==> src/rtl/sync_updown_counter.sv <==
// Synchronous up/down modulo counter with load, wrap/saturate and carry/borrow strobes.
// Ports: clk, rstn (async low), en, up, load, load_val -> out, tc, carry, borrow
// Optional gray_out port when SYNC_UPDOWN_GRAY_OUT_EN is defined.
module sync_updown_counter #(
  parameter int WIDTH  = 4,
  parameter int MODULO = 16,
  parameter int WRAP   = 1
) (
  input  logic             clk,
  input  logic             rstn,
  input  logic             en,
  input  logic             up,
  input  logic             load,
  input  logic [WIDTH-1:0] load_val,
`ifdef SYNC_UPDOWN_GRAY_OUT_EN
  output logic [WIDTH-1:0] gray_out,
`endif
  output logic [WIDTH-1:0] out,
  output logic             tc,
  output logic             carry,
  output logic             borrow
);

  // Top count kept in WIDTH bits; MODULO itself may not fit.
  localparam logic [WIDTH-1:0] MAX = WIDTH'(MODULO - 1);

  logic [WIDTH-1:0] nxt;
  logic             nxt_carry;
  logic             nxt_borrow;

  always_comb begin
    nxt        = out;
    nxt_carry  = 1'b0;
    nxt_borrow = 1'b0;
    unique case (1'b1)
      load: begin
        // load_val > MAX is the same test as load_val >= MODULO
        nxt = (load_val > MAX) ? MAX : load_val;
      end
      (!load && en && up): begin
        if (out == MAX) begin
          nxt       = (WRAP != 0) ? '0 : MAX;
          nxt_carry = 1'b1;
        end else begin
          nxt = out + 1'b1;
        end
      end
      (!load && en && !up): begin
        if (out == '0) begin
          nxt        = (WRAP != 0) ? MAX : '0;
          nxt_borrow = 1'b1;
        end else begin
          nxt = out - 1'b1;
        end
      end
      default: begin
        nxt = out;
      end
    endcase
  end

  always_ff @(posedge clk or negedge rstn) begin
    if (!rstn) begin
      out    <= '0;
      carry  <= 1'b0;
      borrow <= 1'b0;
    end else begin
      out    <= nxt;
      carry  <= nxt_carry;
      borrow <= nxt_borrow;
    end
  end

`ifdef SYNC_UPDOWN_GRAY_OUT_EN
  // Encoded from the next value so gray_out lines up with out.
  always_ff @(posedge clk or negedge rstn) begin
    if (!rstn) begin
      gray_out <= '0;
    end else begin
      gray_out <= nxt ^ (nxt >> 1);
    end
  end
`endif

  assign tc = up ? (out == MAX) : (out == '0);

endmodule

==> config.mk <==
export PLATFORM = sky130hd
export DESIGN_NAME = sync_updown_counter
export DESIGN_NICKNAME = d
export VERILOG_FILES = /design/src/rtl/sync_updown_counter.sv
export SDC_FILE = /design/constraint.sdc
export NUM_CORES = 1
export LEC_CHECK = 0
export BUFFER_PORTS_ARGS = -buffer_cell sky130_fd_sc_hd__buf_2
export CORE_AREA = 2 2 39 41
export DETAILED_ROUTE_END_ITERATION = 16
export DIE_AREA = 0 0 41 43
export GPL_TIMING_DRIVEN = 0
export PLACE_DENSITY = 0.54
export SLEW_MARGIN = 20
export SYNTH_ARGS = -nofsm -noshare
export SYNTH_HDL_FRONTEND = slang
export SYNTH_SLANG_ARGS = --single-unit
export TNS_END_PERCENT = 50
==> constraint.sdc <==
create_clock -name clk -period 3.4 [get_ports clk]
set_input_delay 0.17 -clock clk [delete_from_list [all_inputs] [get_ports clk]]
set_output_delay 0.17 -clock clk [all_outputs]
set_load 0.005 [all_outputs]
After elaboration in Yosys (flattened, before gate mapping) --
Index checks and enable logic that the tools add are counted.
Storage, ports and cells: register bits after elaboration 6, logic and storage cells 23
Operators by class: add/subtract/negate cells 2, magnitude comparators 1, equality and inequality tests 1, multiplexer cells 9, reductions and logical operators 7
Operators by type and width (number):
- $mux W4 | 3
- $pmux W4 S3 | 1
- $mux W1 | 5
- $add A4 B1 Y4 const B | 1
- $eq A4 B4 Y1 const B | 1
- $gt A4 B4 Y1 const B | 1
- $logic_not A4 Y1 | 1
- $sub A4 B1 Y4 const B | 1
- $logic_and A1 B1 Y1 | 3
- $reduce_bool A3 Y1 | 1
- $logic_not A1 Y1 | 2

Longest topological paths before layout --
Gate-level depths: netlist of run 1.
depth in word-level cells 4, mapped depth 6, gate-level depth less buffers 6

Worst setup path before layout of run 1 --
OpenSTA, ideal clock, no wires.
path type register to register, start register out[0], end register out[0], data arrival time 1.478 ns, required time 3.317 ns, slack 1.839 ns, cell stages (with the launch flop) 7, buffers on the path 0, clock period less this slack 1.561 ns, path through dfrtp_1 -> inv_1 -> ha_1 -> or3b_2 -> a21oi_1 -> o22ai_1 -> o21ai_0
Between the ends: longest elaborated chain between the ends 3, elaborated cells between the ends (all ways) 7, those cells by class add/sub (2); eq/ne (1); mux (3); reduce/logical (1)
Ends and longest elaborated chain:
- start, declared | line 18 | output logic [WIDTH-1:0] out,
- start signal, assigned | line 68 | out <= nxt;
- $sub A4 B1 Y4, or another cell as far along | line 53 | nxt = out - 1'b1;
- $mux W4, on equally long branches | line 49, 41
- $pmux W4 S3 * | line 35 | unique case (1'b1)
Mark *: on every way between the ends. The rest lies on a longest branch, timed or not. A chain may end at the register's enable or synchronous reset.

Worst setup path in the final report of run 1 --
start register out[0], end output port tc
Between the ends: longest elaborated chain between the ends 2, elaborated cells between the ends (all ways) 3, those cells by class eq/ne (1); mux (1); reduce/logical (1)
Ends and longest elaborated chain:
- $eq A4 B4 Y1 / $logic_not A4 Y1 (equally long branches) | line 85 | assign tc = up ? (out == MAX) : (out == '0);
- $mux W1 * | line 85
- end, declared | line 19 | output logic tc,
Marked as above.

==> qor.yml, run 1 <==
outcome:
  status: "finished, final reports clean"
global_routing:
  grt_max_degree: 11
  overflow: 0
  antenna_found_initial: 0
  grt_pass1_wl_um: 1490
  track_usage: 0.1288
  grt_pass1_vias: 314
finish:
  final_common_cell: "buf_2"
  antennaDiodeCount: 0
  layout.nets: 74
  mostFrequentLayoutCells: "buf_2, dfrtp_1, nand2_1, o21ai_0"
  fin_area_um2: 524.3
  drive_gt1_frac: 0.3607
  syn2layout_area_growth_pct: 27.36
  postLayoutCoreUtil: 0.3788
placement:
  detailedPlace.worstSlack_ns: 1.720
  place_area_um2: 491.7
  place_congestion: 0.7433
  io_buffers: 12
sta:
  min_period_ns: 1.937
  relSlewSlack: 0.8342
  post-route-period-util: 0.5698
  worst_slack_ns: 1.463
  max_freq_mhz: 516.2
  drv_slew: 0
  rsz0062_at_grt: "false"
  setup_viol: 0
  hold_viol_final: 0
  max_slew.worst_pin.slew_ns: 0.2452
  tns_ns: 0
  finClkSkew_ns: 0.006812
drt:
  avgViaCountPerCell: 5.013
  drt_iter0_drc: 3
  wl_per_cell_um: 11.78
  vias: 386
  drc: 0
  ant_nets: 0
  dr.pass1.iters: 4
  routed_wl_um: 907
yosys:
  yosysTopAreaCell: "dfrtp_1"
  async_reset_ff_frac: 1.000
  yosysUniqueCellTypes: 25
  ys_ff_latch: 6
  synth-seq-area-share: 0.3647
  netlist.area_leader.share: 0.3647
  yosys_warnings: 0
  syn-num-nets: 56
  syn_avg_cell_area_um2: 9.148
  synth.cell_area_um2: 411.6
  synthFlopType: "dfrtp_1"
  synth-edff-count: 0
  yosys-top-cells-area: "dfrtp_1, ha_1, mux2_2"
  synthCells: 45
floorplan:
  die-area_um2: 1763
  die_w_um: 41
  rows: 14
  die_y_um: 43
  io_pins: 16
  start_util: 0.2975
  core_um2: 1384
worst_setup_path:
  critPathKind: "register to output pin"
  path_max_fanout: 9
  start_kind: "register"
  required_ns: 3.23
  cp.arrival_ns: 1.77
  worstSetupEndpointType: "output pin"
clock_tree:
  clock-sinks: 6
  clk_latency_ns: 0.25
  clockBufferDepth: 2
  htree_levels: 1
  clkTransAtPathRegs_ns: 0.04
  numCtsBuffers: 3
  root_buffer: "clkbuf_4"
  cts_tree: "built"
power:
  power.density_nw_per_um2: 424.8
  p_leak_nw: 0.2546
  worst_ir_drop_vdd_mv: 0.2134
run:
  cap_violations: 0
hold_path:
  hp-class: "primary input to register"
-- registers in the layout, indices dropped and copies added, names as in the netlist --
name / cells
carry: 1
borrow: 1
out: 4
-- final timing paths --
path	startpoint	end	slack, ns	cells past startpoint
max	out[0]	tc	1.46	5
min	load_val[0]	out[0]	0.13	3
max reg2reg	out[0]	out[0]	1.70	6
min reg2reg	out[2]	carry	0.64	2
max in group asynchronous	rstn	out[1]	2.97	2
min in group asynchronous	rstn	borrow	0.27	2
-- cells by family after synthesis --
family / count (synthesis) / share of synthesized area
mux: 3 / 0.07902
buf+inv: 6 / 0.06991
fa+ha+maj: 2 / 0.06078
xor+xnor: 3 / 0.06384
compound gates: 9 / 0.1338
simple gates: 16 / 0.2280
flops: 6 / 0.3647
-- stage by stage --
step	power, mW	std cells	hold WS [ns]
finish	0.2227	77	0.1316
global route	0.2424	77	0.1410
CTS	0.2266	77	0.1280
detailed placement	0.1560	73	0.01124
global placement	0.1544	73	0.003309
floorplan	0.1345	45	-0.1256
-- cell usage after synthesis, drive strengths merged, types with 2 or more instances --
cell   count
nor2       2
dfrtp      6
ha         2
a21oi      2
nand3      2
o21ai      4
inv        3
nand2      4
mux2       2
buf        3
xnor2      2
-- critical path, cell delays in order (launching register included) --
cell     delay, ns
dfrtp_1       0.46
inv_1         0.09
ha_1          0.19
or3b_2        0.49
o21ai_0       0.16
buf_2         0.14
-- cell type report --
class / count / area [um2]
Sequential cell: 6 / 150.1
Buffer: 3 / 17.52
Clock buffer: 3 / 22.52
Inverter: 3 / 11.26
Timing Repair Buffer: 13 / 70.07
Fill cell: 145 / 859.6
Multi-Input combinational cell: 33 / 232.7
Tap cell: 16 / 20.02
-- where the power goes --
part           leakage [nW]  total, mW  internal, mW  switching (mW)
sequential           0.0754     0.0940        0.0791          0.0149
clock                0.0138     0.0670        0.0400          0.0270
combinational         0.165     0.0617        0.0343          0.0274
-- layer usage --
| layer | wire length (um) | track usage |
|---|---|---|
| met4 | 0 | 0.02000 |
| met1 | 389 | 0.1877 |
| met5 | 0 | 0 |
| met3 | 107 | 0.09424 |
| met2 | 410 | 0.1531 |
-- repair_timing --
item                                   in CTS  in global routing
resized for setup                           0                  0
buffers inserted                            0                  0
hold buffers                                1                  0
endpoints found under the hold margin       6                  0
Power figures use the tool's default switching activity.
==> inputs of run 2 (changes only) <==
- clock period: 3.4 -> 1.9 ns (I/O delays scaled with it)
==> run 2 against run 1 <==
  * Power increased by 80%
  * Critical endpoint unchanged
  * Largest power group unchanged
  * Design area rose by 0.48%
  * Clock power rose by 79%
  * Worst hold slack got worse by 0.076 ns
  * Non-clock buffer count unchanged
  * Via count is 4.4% lower
  * Final cell count unchanged
  * Sequential share of layout area grew 0.34 points
==> qor.yml, run 2 (synthesis gave the netlist of run 1 again) <==
outcome:
  status: "finished, final reports clean"
clock_tree:
  htree_levels: 1
  clkTransAtPathRegs_ns: 0.04
  clock-sinks: 6
  clockBufferDepth: 2
  root_buffer: "clkbuf_4"
  cts_setup_buffers: 0
  clk_latency_ns: 0.25
  cts_tree: "built"
  numCtsBuffers: 3
floorplan:
  rows: 14
  io_pins: 16
  start_util: 0.2975
  core_um2: 1384
  die_y_um: 43
  die_w_um: 41
  die-area_um2: 1763
drt:
  drc: 0
  routed_wl_um: 896
  vias: 369
  avgViaCountPerCell: 4.792
  ant_nets: 0
  dr.pass1.iters: 3
  wl_per_cell_um: 11.64
  drt_iter0_drc: 4
global_routing:
  antenna_found_initial: 0
  grt_pass1_wl_um: 1490
  overflow: 0
  gr-usage-met1: 0.1877
  track_usage: 0.1288
  use_met2: 0.1531
  grt_pass1_vias: 314
  use_met3: 0.09424
  top_usage_layer: "met1"
  grt_max_degree: 11
worst_setup_path:
  rr_worst_depth: 6
  required_ns: 1.80
  worstReg2RegStart: "out[0]"
  endpoint: "tc"
  rrSetupSlack_ns: 0.23
  worstSetupEndpointType: "output pin"
  r2r-end: "out[0]"
  cp.arrival_ns: 1.71
  path_max_fanout: 9
  start_kind: "register"
  crit_start: "out[0]"
  critPathKind: "register to output pin"
power:
  power.density_nw_per_um2: 759.4
  power_mw: 0.4000
  p_leak_nw: 0.2524
  worst_ir_drop_vdd_mv: 0.3819
placement:
  io_buffers: 12
  place_congestion: 0.7433
finish:
  syn2layout_area_growth_pct: 27.96
  reg_top3: "out: 4 flops, borrow: 1 flops, carry: 1 flops"
  final_common_cell: "buf_2"
  drive_gt1_frac: 0.3934
  mostFrequentLayoutCells: "buf_2, nand2_1, dfrtp_1"
  regMostFlops: "out"
  largest_reg_flops: 4
  layout.nets: 74
  antennaDiodeCount: 0
sta:
  drv_slew: 0
  finClkSkew_ns: 0.006903
  max_slew.worst_pin.slew_ns: 0.2494
  setup_viol: 0
  tns_ns: 0
  min_period_ns: 1.803
  post-route-period-util: 0.9492
  hold_viol_final: 0
  relSlewSlack: 0.8314
  rsz0062_at_grt: "false"
  max_freq_mhz: 554.5
run:
  cap_violations: 0
hold_path:
  hp-class: "primary input to register"
## run 2: changes by cell type in the layout (fill, tap and decap cells not counted)
cell | before | now
o21ai_0 | 4 | 3
dfrtp_2 | 0 | 2
o21ai_1 | 0 | 1
dfrtp_1 | 6 | 4
## run 2: what timing repair did
action,in CTS,in global routing
setup endpoints to repair,0,1
hold buffers,1,0
gates resized for setup,0,3
hold endpoints to repair,6,0
## run 2: power breakdown
group / total, mW / internal [mW] / switching, mW / leakage (nW)
Combinational: 0.110 / 0.0615 / 0.0486 / 0.165
Clock: 0.120 / 0.0716 / 0.0485 / 0.0138
Sequential: 0.170 / 0.143 / 0.0271 / 0.0733
Total: 0.400 / 0.276 / 0.124 / 0.252
## run 2: worst min-delay path by stage
stage / startpoint / to / slack (ns) / depth (start not counted)
after floorplan: rstn / borrow / -0.20 / 0
after global placement: rstn / carry / -0.07 / 1
after detailed placement: rstn / carry / -0.06 / 1
after CTS: load_val[0] / out[0] / 0.05 / 3
after global routing: load_val[3] / out[3] / 0.07 / 2
final: load_val[0] / out[0] / 0.06 / 3
## run 2: per-stage QoR
stage	setup WS, ns	utilization	cell area [um2]	instances	hold slack, ns
finish	0.09650	0.3807	526.8	77	0.05587
global route	0.02091	0.3807	526.8	77	0.06600
CTS	0.02995	0.3788	524.3	77	0.05299
detailed placement	0.2220	0.3553	491.7	73	-0.06376
global placement	0.2611	0.3553	491.7	73	-0.07169
floorplan	0.3390	-	411.6	45	-0.2006
## run 2: per-layer routing
metal,vias to the layer above,wire length (um)
met4,0,0
met3,0,80
li1,193,-
met2,14,399
met1,162,416
met5,-,0
## run 2: layout make-up
type	count	area, um2
well taps	16	20.02
clock buffers	3	22.52
plain buffers	3	17.52
fillers	143	857.1
inverters	3	11.26
multi-input cells	33	232.7
repair buffers	13	70.07
flip-flops and latches	6	152.6
## run 2: critical path, cell delays in order, from the launching register on
cell and delay (ns):
dfrtp_2 0.45, inv_1 0.07, ha_1 0.19, or3b_2 0.49, o21ai_1 0.14, buf_2 0.13
